<file path="src/rtl/mips_pkg.sv">
// Shared MIPS decode definitions for the ALU operand stage: function codes,
// register-address width and the operand-forwarding source select.
package mips_pkg;

  localparam int REG_AW = 5;

  // ALU function codes (MIPS R-type funct field)
  localparam logic [5:0] ALU_SLL  = 6'h00;
  localparam logic [5:0] ALU_SRL  = 6'h02;
  localparam logic [5:0] ALU_SRA  = 6'h03;
  localparam logic [5:0] ALU_ADD  = 6'h20;
  localparam logic [5:0] ALU_ADDU = 6'h21;
  localparam logic [5:0] ALU_SUB  = 6'h22;
  localparam logic [5:0] ALU_SUBU = 6'h23;
  localparam logic [5:0] ALU_AND  = 6'h24;
  localparam logic [5:0] ALU_OR   = 6'h25;
  localparam logic [5:0] ALU_XOR  = 6'h26;
  localparam logic [5:0] ALU_NOR  = 6'h27;
  localparam logic [5:0] ALU_SLT  = 6'h2A;
  localparam logic [5:0] ALU_SLTU = 6'h2B;

  typedef enum logic [1:0] {
    FWD_RF,
    FWD_EX,
    FWD_MEM
  } fwd_sel_t;

endpackage

</file>
<file path="src/rtl/alu_fwd_mux.sv">
// One operand's producer compare, forwarding source select and hazard term.
// Forwarding from EX/MEM is compiled in only when ALU_FWD_EN is defined.
module alu_fwd_mux #(
  parameter int DATA_WIDTH = 32,
  parameter int REG_AW     = 5
) (
  input  logic                  i_chk,
  input  logic [REG_AW-1:0]     i_addr,
  input  logic [DATA_WIDTH-1:0] i_rf_data,
  input  logic                  i_held_valid,
  input  logic                  i_held_wr_en,
  input  logic [REG_AW-1:0]     i_held_rd_addr,
  input  logic                  i_held_is_load,
  input  logic [DATA_WIDTH-1:0] i_ex_result,
  input  logic                  i_mem_wr_en,
  input  logic [REG_AW-1:0]     i_mem_rd_addr,
  input  logic [DATA_WIDTH-1:0] i_mem_data,
  output logic [DATA_WIDTH-1:0] o_data,
  output logic                  o_hazard
);
  import mips_pkg::*;

  logic     w_nonzero;
  logic     w_held_match;
  logic     w_mem_match;
  fwd_sel_t w_sel;

  // Register 0 is hard-wired, so it never matches a producer.
  assign w_nonzero    = |i_addr;
  assign w_held_match = i_chk & w_nonzero & i_held_valid & i_held_wr_en &
                        (i_held_rd_addr == i_addr);
  assign w_mem_match  = i_chk & w_nonzero & i_mem_wr_en &
                        (i_mem_rd_addr == i_addr);

  // NOTE: every output of a combinational block gets a default first so no
  // path through the ifdef/if chain leaves a latch behind.
  always_comb begin
    w_sel    = FWD_RF;
    o_hazard = 1'b0;
`ifdef ALU_FWD_EN
    if (w_held_match && !i_held_is_load) begin
      w_sel = FWD_EX;
    end else if (w_mem_match) begin
      w_sel = FWD_MEM;
    end
    o_hazard = w_held_match & i_held_is_load;
`else
    o_hazard = w_held_match | w_mem_match;
`endif
  end

`ifndef ALU_FWD_EN
  logic w_unused_fwd;
  assign w_unused_fwd = ^{i_held_is_load, i_ex_result, i_mem_data};
`endif

  always_comb begin
    o_data = i_rf_data;
    case (w_sel)
      FWD_EX:  o_data = i_ex_result;
      FWD_MEM: o_data = i_mem_data;
      default: o_data = i_rf_data;
    endcase
  end

endmodule

</file>
<file path="src/rtl/alu_operand_stage.sv">
// ID/EX register in front of the ALU: operand select, RAW/load-use stall and
// saturating stall counter. Define ALU_FWD_EN to enable EX/MEM forwarding.
module alu_operand_stage #(
  parameter int DATA_WIDTH  = 32,
  parameter int CTRL_WIDTH  = 6,
  parameter int SHAMT_WIDTH = 5,
  parameter int REG_AW      = mips_pkg::REG_AW,
  parameter int CNT_WIDTH   = 16
) (
  input  logic                    clk,
  input  logic                    rst,
  input  logic                    flush,
  input  logic                    id_valid,
  output logic                    id_ready,
  input  logic [REG_AW-1:0]       id_rs_addr,
  input  logic [REG_AW-1:0]       id_rt_addr,
  input  logic [DATA_WIDTH-1:0]   id_rs_data,
  input  logic [DATA_WIDTH-1:0]   id_rt_data,
  input  logic [DATA_WIDTH-1:0]   id_imm,
  input  logic                    id_use_imm,
  input  logic [CTRL_WIDTH-1:0]   id_ctrl,
  input  logic [SHAMT_WIDTH-1:0]  id_shamt,
  input  logic [REG_AW-1:0]       id_rd_addr,
  input  logic                    id_wr_en,
  input  logic                    id_is_load,
  input  logic                    ex_ready,
  input  logic [DATA_WIDTH-1:0]   ex_result,
  input  logic                    mem_wr_en,
  input  logic [REG_AW-1:0]       mem_rd_addr,
  input  logic [DATA_WIDTH-1:0]   mem_data,
  output logic                    alu_valid,
  output logic [2*DATA_WIDTH-1:0] alu_dataIn,
  output logic [CTRL_WIDTH-1:0]   alu_ctrl,
  output logic [SHAMT_WIDTH-1:0]  alu_shamt,
  output logic [REG_AW-1:0]       alu_rd_addr,
  output logic                    alu_wr_en,
  output logic                    alu_is_load,
  output logic [CNT_WIDTH-1:0]    stall_cnt
);
  import mips_pkg::*;

  logic                    r_alu_valid;
  logic [2*DATA_WIDTH-1:0] r_alu_data;
  logic [CTRL_WIDTH-1:0]   r_alu_ctrl;
  logic [SHAMT_WIDTH-1:0]  r_alu_shamt;
  logic [REG_AW-1:0]       r_alu_rd_addr;
  logic                    r_alu_wr_en;
  logic                    r_alu_is_load;
  logic [CNT_WIDTH-1:0]    r_stall_cnt;

  logic                    w_adv;
  logic                    w_hazard_a;
  logic                    w_hazard_b;
  logic                    w_hazard;
  logic                    w_capture;
  logic [DATA_WIDTH-1:0]   w_opnd_a;
  logic [DATA_WIDTH-1:0]   w_fwd_b;
  logic [DATA_WIDTH-1:0]   w_opnd_b;

  alu_fwd_mux #(.DATA_WIDTH(DATA_WIDTH), .REG_AW(REG_AW)) u_fwd_rs (
    .i_chk          (id_valid),
    .i_addr         (id_rs_addr),
    .i_rf_data      (id_rs_data),
    .i_held_valid   (r_alu_valid),
    .i_held_wr_en   (r_alu_wr_en),
    .i_held_rd_addr (r_alu_rd_addr),
    .i_held_is_load (r_alu_is_load),
    .i_ex_result    (ex_result),
    .i_mem_wr_en    (mem_wr_en),
    .i_mem_rd_addr  (mem_rd_addr),
    .i_mem_data     (mem_data),
    .o_data         (w_opnd_a),
    .o_hazard       (w_hazard_a)
  );

  // rt is not a source when the immediate replaces it.
  alu_fwd_mux #(.DATA_WIDTH(DATA_WIDTH), .REG_AW(REG_AW)) u_fwd_rt (
    .i_chk          (id_valid & ~id_use_imm),
    .i_addr         (id_rt_addr),
    .i_rf_data      (id_rt_data),
    .i_held_valid   (r_alu_valid),
    .i_held_wr_en   (r_alu_wr_en),
    .i_held_rd_addr (r_alu_rd_addr),
    .i_held_is_load (r_alu_is_load),
    .i_ex_result    (ex_result),
    .i_mem_wr_en    (mem_wr_en),
    .i_mem_rd_addr  (mem_rd_addr),
    .i_mem_data     (mem_data),
    .o_data         (w_fwd_b),
    .o_hazard       (w_hazard_b)
  );

  assign w_adv     = ex_ready | ~r_alu_valid;
  assign w_hazard  = w_hazard_a | w_hazard_b;
  assign id_ready  = ~rst & w_adv & ~w_hazard & ~flush;
  assign w_capture = id_valid & id_ready;
  assign w_opnd_b  = id_use_imm ? id_imm : w_fwd_b;

  // NOTE: state uses non-blocking assignments so every register samples the
  // pre-edge values; reset is synchronous, so it sits inside the clocked branch.
  always_ff @(posedge clk) begin
    if (rst) begin
      r_alu_valid   <= 1'b0;
      r_alu_data    <= '0;
      r_alu_ctrl    <= '0;
      r_alu_shamt   <= '0;
      r_alu_rd_addr <= '0;
      r_alu_wr_en   <= 1'b0;
      r_alu_is_load <= 1'b0;
      r_stall_cnt   <= '0;
    end else begin
      // A flushed cycle is not a stall: the instruction is dropped, not held.
      if (w_hazard && !flush && (r_stall_cnt != '1)) begin
        r_stall_cnt <= r_stall_cnt + CNT_WIDTH'(1);
      end
      if (flush) begin
        r_alu_valid <= 1'b0;
      end else if (w_adv) begin
        r_alu_valid <= w_capture;
        if (w_capture) begin
          r_alu_data    <= {w_opnd_b, w_opnd_a};
          r_alu_ctrl    <= id_ctrl;
          r_alu_shamt   <= id_shamt;
          r_alu_rd_addr <= id_rd_addr;
          r_alu_wr_en   <= id_wr_en;
          r_alu_is_load <= id_is_load;
        end
      end
    end
  end

  assign alu_valid   = r_alu_valid;
  assign alu_dataIn  = r_alu_data;
  assign alu_ctrl    = r_alu_ctrl;
  assign alu_shamt   = r_alu_shamt;
  assign alu_rd_addr = r_alu_rd_addr;
  assign alu_wr_en   = r_alu_wr_en;
  assign alu_is_load = r_alu_is_load;
  assign stall_cnt   = r_stall_cnt;

endmodule

</file>
<file path="config.mk">
export PLATFORM = sky130hd
export DESIGN_NAME = alu_operand_stage
export DESIGN_NICKNAME = d
export VERILOG_FILES = /design/src/rtl/mips_pkg.sv /design/src/rtl/alu_fwd_mux.sv /design/src/rtl/alu_operand_stage.sv
export SDC_FILE = /design/constraint.sdc
export NUM_CORES = 1
export LEC_CHECK = 0
export ABC_AREA = 1
export BUFFER_PORTS_ARGS = -buffer_cell sky130_fd_sc_hd__buf_2
export CAP_MARGIN = 20
export CORE_MARGIN = 4
export CORE_UTILIZATION = 44
export CTS_CLUSTER_DIAMETER = 80
export DETAILED_ROUTE_END_ITERATION = 8
export GPL_ROUTABILITY_DRIVEN = 1
export PLACE_DENSITY = 0.79
export SETUP_SLACK_MARGIN = 0.4
export SYNTH_ARGS = -nofsm -noshare
export SYNTH_HDL_FRONTEND = slang
export SYNTH_SLANG_ARGS = --single-unit
</file>
<file path="constraint.sdc">
create_clock -name clk -period 1.85 [get_ports clk]
set_input_delay 0.185 -clock clk [delete_from_list [all_inputs] [get_ports clk]]
set_output_delay 0.185 -clock clk [all_outputs]
set_load 0.02 [all_outputs]
</file>
==> flow_metrics.py, run 1 <==
metrics = {
    "run_status": {
        "outcome": "finished, final reports clean",
    },
    "sta": {
        "holdWs_ns": 0.0525,
        "final.period_utilization_pct": 96.3,
        "rsz0062_at_grt": "true",
        "setup_viol": 0,
        "worst_clock_skew_ns": 0.00814,
        "drv_slew": 0,
        "hold_viol_final": 0,
        "fmax_ghz": 0.561,
        "worst_pin_slew_ns": 0.933,
        "tns_ns": 0,
        "slew_headroom_pct": 37.8,
        "period_minus_slack_ns": 1.78,
    },
    "floorplan": {
        "start_util_pct": 44.9,
        "rows": 39,
        "io_pins": 300,
        "core_sq_mm": 0.0114,
        "die_w_um": 116,
        "die_y_um": 116,
        "dieArea_sq_mm": 0.0134,
    },
    "finish": {
        "drive_gt1_share_pct": 43.2,
        "final_common_cell": "buf_2",
        "fill_cells": 917,
        "layout.nets": 1269,
        "layout_common_cells": "buf_2, nand2_1, nor2_1, inv_1, dfxtp_1",
        "multi_input_area_sq_mm": 0.00296,
        "area_growth_pct": 53.2,
        "finish.instance_area_sq_mm": 0.00782,
        "final-seq-area_sq_mm": 0.00202,
    },
    "worst_setup_path": {
        "rr_worst_depth": 14,
        "worstReg2RegStart": "alu_rd_addr[1]",
        "r2r_end": "alu_dataIn[43]",
        "crit_fanout": 4,
        "endpoint_kind": "primary output",
        "cp.required_ns": 1.66,
        "crit_arrival_ns": 1.60,
        "startpoint": "alu_rd_addr[1]",
        "r2r_setup_slack_ns": 0.07,
        "start_kind": "register",
        "path_class": "reg -> out",
    },
    "worst_hold_path": {
        "hold_path.startpoint": "id_rs_data[31]",
        "min_to": "alu_dataIn[31]",
        "worst_hold_path_type": "in -> reg",
        "min_path_cells": 3,
    },
    "routing": {
        "routed_wl_um": 17000,
        "drc_errors": 0,
        "first_pass_iters": 5,
        "drt_iter0_drc": 290,
        "postRouteAntennaNets": 0,
        "num_vias": 5799,
        "avgViaCountPerCell": 4.76,
        "wl_per_cell_um": 13.9,
    },
    "placement": {
        "io_buffers": 235,
        "gp_congestion": 0.948,
        "dpl_cell_area_sq_mm": 0.00658,
        "dp_hpwl_um": 11100,
    },
    "pwr": {
        "clockPowerShare_pct": 35.3,
        "netSwitchingFraction_pct": 29.6,
        "switchingPower_uw": 1520,
        "leakagePower_uw": 0.00425,
        "power_density_mw_per_mm2": 655,
        "p_int_uw": 3610,
        "ir_worst_vdd_v": 0.000483,
        "p_comb_share_pct": 20.3,
        "seqPwrFrac_pct": 44.4,
    },
    "grt": {
        "grt_max_degree": 84,
        "grt_pass1_wl_um": 25000,
        "antenna_found_initial": 3,
        "grt_pass1_vias": 5327,
        "grt_overflow_total": 0,
        "track_usage_pct": 23.6,
    },
    "synthesis": {
        "yosysWarningCount": 0,
        "yosysSeqAreaShare_pct": 38.8,
        "syn_area_per_cell_sq_um": 6.32,
        "synth.distinct_cells": 23,
        "synth_nets": 1009,
        "ys_ff_latch": 99,
        "netlist_area_sq_mm": 0.00510,
        "syn_inst": 808,
    },
    "clock_tree": {
        "tritoncts": "done",
        "cts_root_buf": "clkbuf_16",
        "clock_latency_ns": 0.35,
        "hold_buffers": 0,
        "cts_buffer_depth": 2,
        "cts_buffers": 9,
        "htreeDepth": 3,
        "cts_num_sinks": 99,
        "clkTransAtPathRegs_ns": 0.07,
    },
    "flow_run": {
        "max-cap-violations": 0,
    },
}
[critical path, cell delays in order, from the launching register on]
cell     delay [ns]
dfxtp_4        0.36
inv_4          0.08
nand2_2        0.06
nand2_2        0.06
nor2_2         0.04
nand3_1        0.08
nand2_1        0.07
nand2_2        0.08
buf_6          0.10
nand2_4        0.05
nor3_4         0.13
buf_6          0.15
[flip-flops by register name, summed over array words and instances (netlist names)]
register / cells
alu_is_load: 1
stall_cnt: 16
alu_rd_addr: 5
alu_wr_en: 1
alu_ctrl: 6
alu_valid: 1
alu_dataIn: 64
alu_shamt: 5
[per-layer routing]
| layer | part of all wire [%] | track usage, % | vias to the layer above | wire length, um |
|---|---|---|---|---|
| met1 | 39 | 26.6 | 2576 | 6570 |
| met5 | 0.24 | 0 | - | 40 |
| met4 | 2.6 | 9.98 | 6 | 434 |
| met3 | 10 | 7.83 | 44 | 1700 |
| li1 | - | - | 2936 | - |
| met2 | 48 | 40.8 | 237 | 8220 |
[cells by family after synthesis]
kind of cell,count (synthesis),synth area share (%)
DFF,99,38.8
muxes,32,7.06
buffers and inverters,152,11.8
adders and majority gates,1,0.245
and+or+nand+nor,495,38.5
xor gates and xnor gates,10,1.72
AOI/OAI and AO/OA,19,1.86
[synthesized netlist by cell type (all sizes together)]
cell | instances | area share (%)
clkinv | 1 | 0.073
dfxtp | 99 | 39
nor2 | 194 | 14
xor2 | 6 | 1.0
buf | 24 | 2.4
clkbuf | 13 | 0.96
o21ai | 3 | 0.29
inv | 114 | 8.4
a21oi | 16 | 1.6
nand4 | 19 | 2.3
ha | 1 | 0.25
mux2 | 32 | 7.1
xnor2 | 4 | 0.69
nor3 | 7 | 0.91
nand2 | 264 | 20
nand3 | 10 | 1.2
nand3b | 1 | 0.15
[what timing repair did]
item	in CTS	in global routing
gates resized for setup	50	107
endpoints found under the setup margin	100	100
pin swaps	15	41
setup buffers	13	5
gates cloned	9	3
[final cells by class]
class | instances | area share, %
Sequential cell | 99 | 25.8
Antenna cell | 3 | 0.0960
Multi-Input combinational cell | 558 | 37.8
Clock inverter | 7 | 0.800
Timing Repair Buffer | 285 | 24.7
Inverter | 115 | 5.65
Clock buffer | 9 | 2.88
Tap cell | 143 | 2.29
[worst max-delay path by stage]
| stage | to | slack, ns | cells after the start |
|---|---|---|---|
| after floorplan | stall_cnt[10] | 0.30 | 10 |
| after global placement | alu_dataIn[32] | 0.19 | 13 |
| after detailed placement | alu_dataIn[6] | 0.16 | 13 |
| after CTS | alu_dataIn[26] | 0.11 | 13 |
| after global routing | alu_dataIn[52] | -0.04 | 14 |
| final | id_ready | 0.07 | 11 |
[metrics by stage]
step	cells	util, %	total power (uW)	worst slack [ns]
after global routing	1216	68.7	5370	-0.0408
final	1219	68.8	5130	0.0676
after global placement	1170	57.9	3150	0.187
after CTS	1208	64.8	5080	0.112
after floorplan	808	-	2840	0.300
after detailed placement	1170	57.9	3170	0.156
[power groups by stage]
stage	Sequential [uW]	Clock, uW	Combinational (uW)
2_1_floorplan	2440	0	400
3_3_place_gp	2310	0	837
3_5_place_dp	2320	0	847
4_1_cts	2270	1870	941
5_1_grt	2290	1950	1130
6_report	2270	1810	1040
Power figures use the tool's default switching activity.
==> inputs of run 2 (changes only) <==
Settings changed: RECOVER_POWER set to 50.
==> run 2 against run 1 <==
Compared with the run above: sequential power about the same; final area fell by 1.1%; first-iteration DRC count rose by 19%; non-clock buffer count stayed put; sequential share of layout area is 0.28 points higher; count of clock-buffer cells in the layout did not move; clock power barely moved; clock skew is 0.00070 ns lower; critical path type unchanged; largest power group unchanged; highest routed layer unchanged.
==> flow_metrics.py, run 2 (synthesis results as in run 1) <==
metrics = {
    "routing": {
        "first_pass_iters": 4,
        "wl_per_cell_um": 13.9,
        "num_vias": 5736,
        "avgViaCountPerCell": 4.71,
        "routed_wl_um": 16900,
        "drt_iter0_drc": 346,
        "drc_errors": 0,
        "postRouteAntennaNets": 0,
    },
    "finish": {
        "final_util_pct": 68.0,
        "layout_common_cells": "nand2_1, buf_2, nor2_1, inv_1, dfxtp_1",
        "drive_gt1_share_pct": 37.1,
        "area_growth_pct": 51.5,
        "multi_input_area_sq_mm": 0.00296,
        "final-seq-area_sq_mm": 0.00202,
        "layout.nets": 1269,
        "fill_cells": 948,
        "final_common_cell": "nand2_1",
        "largest_reg_flops": 64,
    },
    "sta": {
        "rsz0062_at_grt": "true",
        "period_minus_slack_ns": 1.78,
        "slew_headroom_pct": 38.9,
        "drv_slew": 0,
        "setup_viol": 0,
        "fmax_ghz": 0.562,
        "hold_viol_final": 0,
        "fin_ws_ns": 0.0715,
        "final.period_utilization_pct": 96.1,
        "worst_clock_skew_ns": 0.00744,
        "worst_pin_slew_ns": 0.917,
        "tns_ns": 0,
    },
    "pwr": {
        "leakagePower_uw": 0.00399,
        "power_density_mw_per_mm2": 660,
        "ir_worst_vdd_v": 0.000479,
        "power_uw": 5110,
    },
    "worst_setup_path": {
        "slowest_stage": "dfxtp_4",
        "cp.required_ns": 1.66,
        "startpoint": "alu_rd_addr[0]",
        "path_common_cell": "nand2_1",
        "rr_worst_depth": 14,
        "path_class": "reg -> out",
        "worstReg2RegStart": "alu_rd_addr[0]",
        "endpoint_kind": "primary output",
        "cp_cell_sequence": "inv_4 -> nand2_1 -> nand2_1 -> nor2_1 -> nand3_1 -> nand2_1 -> nand2_2 -> buf_6 -> nand2_4 -> nor3_4 -> buf_6",
        "crit_arrival_ns": 1.59,
        "crit_fanout": 4,
        "start_kind": "register",
        "max_stage_delay_ns": 0.37,
    },
    "clock_tree": {
        "htreeDepth": 3,
        "clock_latency_ns": 0.35,
        "cts_buffers": 9,
        "tritoncts": "done",
        "cts_num_sinks": 99,
        "cts_root_buf": "clkbuf_16",
        "cts_buffer_depth": 2,
        "hold_buffers": 0,
        "clkTransAtPathRegs_ns": 0.07,
    },
    "floorplan": {
        "dieArea_sq_mm": 0.0134,
        "core_sq_mm": 0.0114,
        "die_w_um": 116,
        "die_y_um": 116,
        "start_util_pct": 44.9,
        "rows": 39,
        "io_pins": 300,
    },
    "run_status": {
        "outcome": "finished, final reports clean",
    },
    "worst_hold_path": {
        "hold_path.startpoint": "id_rs_data[31]",
        "min_path_cells": 3,
        "worst_hold_path_type": "in -> reg",
    },
    "grt": {
        "grt_pass1_wl_um": 25000,
        "grt_max_degree": 84,
        "antenna_found_initial": 3,
        "grt_pass1_vias": 5327,
        "grt_overflow_total": 0,
        "track_usage_pct": 23.6,
    },
    "flow_run": {
        "max-cap-violations": 0,
    },
    "placement": {
        "io_buffers": 235,
        "dp_slack_ns": 0.156,
        "gp_congestion": 0.948,
        "dp_hpwl_um": 11100,
    },
}
run 2: changes by cell type in the layout (fill, tap and decap cells not counted):
cell / delta
diode_2: -1
clkbuf_1: +65
buf_2: -65
run 2: worst paths after layout:
check / end / slack, ns
max: id_ready / 0.07
min: alu_dataIn[31] / 0.05
max reg2reg: alu_shamt[4] / 0.08
min reg2reg: stall_cnt[5] / 0.49
run 2: worst max-delay path: cells and delay by family (launching register included):
kind          cells  cell delay (ns)
buf+inv           3             0.31
flops             1             0.37
simple gates      8             0.57
run 2: what timing repair did:
| action | 4_1_cts | 5_1_grt |
|---|---|---|
| setup buffers | 13 | 5 |
| gates resized for setup | 50 | 107 |
| pin swaps | 15 | 41 |
| setup endpoints to repair | 100 | 100 |
| hold endpoints to repair | 0 | 0 |
| cloned | 9 | 3 |
run 2: per-stage QoR:
stage | cell area, sq um | hold slack (ns) | cells
final | 7740 | 0.0525 | 1218
after CTS | 7360 | 0.0378 | 1208
after floorplan | 5280 | 0.319 | 808
after global placement | 6580 | 0.404 | 1170
after global routing | 7730 | 0.0489 | 1216
after detailed placement | 6580 | 0.413 | 1170
run 2: area by class of cell:
class                           count  share of cell area, %
Clock inverter                      7                  0.809
Clock buffer                        9                   2.91
Inverter                          115                   5.71
Tap cell                          143                   2.31
Multi-Input combinational cell    558                   38.2
Sequential cell                    99                   26.1
Antenna cell                        2                 0.0647
Timing Repair Buffer              285                   23.9
run 2: routing by layer:
| layer | up-vias | track usage [%] | wire length [um] |
|---|---|---|---|
| met5 | - | 0 | 49 |
| met3 | 41 | 7.83 | 1590 |
| met2 | 217 | 40.8 | 8210 |
| met4 | 6 | 9.98 | 429 |
| li1 | 2939 | - | - |
| met1 | 2533 | 26.6 | 6600 |
run 2: power by group:
group          internal, uW  switching (uW)  leakage [uW]
Sequential             2220            55.5      0.000816
Clock                   936             876      0.000138
Combinational           433             586       0.00303
Total                  3590            1520       0.00399
==> inputs of run 3 (changes only) <==
Settings changed: CORE_AREA set to 4 4 115 117, CORE_MARGIN 4 to unset, CORE_UTILIZATION 44 to unset, CTS_BUF_LIST set to sky130_fd_sc_hd__clkbuf_2, DIE_AREA set to 0 0 119 121, PLACE_DENSITY 0.79 to 0.75.
==> run 3 against run 2 <==
Compared with the run above: the run now ends with setup timing left; first-iteration DRC count rose by 57%; critical path depth rose by 7; cell count rose by 14%; fmax fell by 17%.
==> flow_metrics.py, run 3 (synthesis results as in run 1) <==
metrics = {
    "run_status": {
        "outcome": "complete, but fails checks",
        "violations": "setup timing",
    },
    "grt": {
        "grt_pass1_vias": 6603,
        "grt_overflow_total": 0,
        "grt_pass1_wl_um": 32300,
        "antenna_found_initial": 2,
        "grt_max_degree": 84,
        "track_usage_pct": 27.8,
    },
    "pwr": {
        "power_density_mw_per_mm2": 507,
        "ir_worst_vdd_v": 0.000370,
        "leakagePower_uw": 0.00479,
    },
    "floorplan": {
        "dieArea_sq_mm": 0.0144,
        "die_w_um": 119,
        "start_util_pct": 41.3,
        "rows": 41,
        "io_pins": 300,
        "core_sq_mm": 0.0124,
        "die_y_um": 121,
    },
    "flow_run": {
        "max-cap-violations": 0,
    },
    "clock_tree": {
        "clkTransAtPathRegs_ns": 0.25,
        "cts_buffer_depth": 2,
        "clock_latency_ns": 0.60,
        "cts_buffers": 9,
        "cts_num_sinks": 99,
        "tritoncts": "done",
        "cts_root_buf": "clkbuf_2",
        "htreeDepth": 3,
    },
    "worst_setup_path": {
        "crit_arrival_ns": 2.68,
        "crit_fanout": 8,
        "cp.required_ns": 2.38,
        "max_stage_delay_ns": 0.42,
        "path_class": "reg -> reg",
        "endpoint_kind": "register",
        "slowest_stage": "dfxtp_4",
        "cp_top_family": "buffers and inverters",
        "start_kind": "register",
        "critPathBufInv": 8,
        "cp_cell_sequence": "inv_4 -> nand2_1 -> nand2_1 -> nor2_1 -> nand3_1 -> nand2_1 -> nand2_2 -> nand2_4 -> buf_6 -> buf_6 -> buf_6 -> buf_6 -> buf_6 -> buf_8 -> buf_12 -> nand3_4 -> nand2_2 -> a21oi_2",
        "path_common_cell": "buf_6",
    },
    "finish": {
        "final_cells": 1386,
        "layout.nets": 1409,
        "largest_reg_flops": 64,
        "layout_common_cells": "nand2_1, buf_2, nor2_1, dlygate4sd3_1, inv_1",
        "area_growth_pct": 79.0,
        "multi_input_area_sq_mm": 0.00282,
        "fill_cells": 862,
        "drive_gt1_share_pct": 36.5,
        "final_common_cell": "nand2_1",
        "final-seq-area_sq_mm": 0.00205,
    },
    "worst_hold_path": {
        "worst_hold_path_type": "in -> reg",
    },
    "sta": {
        "fmax_ghz": 0.465,
        "drv_slew": 0,
        "rsz0062_at_grt": "true",
        "fin_ws_ns": -0.298,
        "period_minus_slack_ns": 2.15,
        "final.period_utilization_pct": 116,
        "worst_clock_skew_ns": 0.0287,
        "setup_viol": 100,
        "worst_pin_slew_ns": 0.908,
        "slew_headroom_pct": 39.4,
        "hold_viol_final": 0,
        "holdWs_ns": 0.0135,
    },
    "routing": {
        "drc_errors": 0,
        "wl_per_cell_um": 15.2,
        "drt_iter0_drc": 542,
        "num_vias": 6655,
        "avgViaCountPerCell": 4.80,
        "routed_wl_um": 21000,
        "postRouteAntennaNets": 0,
        "first_pass_iters": 7,
    },
    "placement": {
        "gp_congestion": 0.878,
        "place_inst": 1200,
        "dp_hpwl_um": 10700,
        "io_buffers": 235,
    },
}
[run 3: changes by cell type in the layout (fill, tap and decap cells not counted), sizes merged]
cell and delta:
bufbuf +2, bufinv +1, dlygate4sd3 +116, clkbuf -38, clkinv -1, inv -2
buf +62, clkinvlp -1
[run 3: timing repair]
action                                  in CTS  in global routing
resized for setup                          123                 56
pin swaps                                   17                 29
cloned                                      16                  0
setup buffers                               32                  5
endpoints found under the hold margin       98                  1
endpoints found under the setup margin     110                127
hold buffers                               115                  1
[run 3: stage by stage]
step	setup WS [ns]	util (%)	setup TNS [ns]	total power [uW]	cell area, sq um
finish	-0.298	73.9	-12.40	4640	9140
global route	-0.419	73.9	-26.47	4880	9140
CTS	-0.291	72.5	-4.75	4590	8960
detailed placement	0.205	53.6	0	3170	6620
global placement	0.205	53.6	0	3150	6620
floorplan	0.300	-	0	2840	5280
[run 3: power breakdown]
group          total, uW  internal [uW]  switching, uW  leakage (uW)
clock network       1040            307            730     0.0000692
logic               1320            664            656       0.00390
registers           2280           2230           55.8      0.000825
total               4640           3200           1440       0.00479
[run 3: worst paths after layout]
path                       start             to  slack (ns)  cells after the start
setup / recovery  alu_rd_addr[0]  stall_cnt[13]       -0.30                     18
hold / removal          ex_ready      alu_valid        0.01                      5
setup reg to reg  alu_rd_addr[0]  stall_cnt[13]       -0.30                     18
hold reg to reg     stall_cnt[3]   stall_cnt[3]        0.49                      2
[run 3: final cells by class]
type / instances / area share (%)
timing repair buffer: 425 / 38.4
multi-input combinational: 558 / 30.8
sequential: 99 / 22.4
inverter: 115 / 4.83
tap: 172 / 2.35
clock buffer: 11 / 0.602
clock inverter: 4 / 0.479
antenna: 2 / 0.0548
[run 3: worst register-to-register path: cells and delay by family (launching register included)]
family	cells	cell delay [ns]
buf+inv	8	0.83
flops	1	0.42
simple gates	9	0.68
compound gates	1	0.16
[run 3: layer usage]
metal / global-route usage, % / routed length, um / up-vias
met3: 7.83 / 1580 / 75
met4: 12.6 / 827 / 0
met1: 31.5 / 8130 / 3041
met2: 48.5 / 10500 / 315
met5: 0 / 0 / -
li1: - / - / 3224
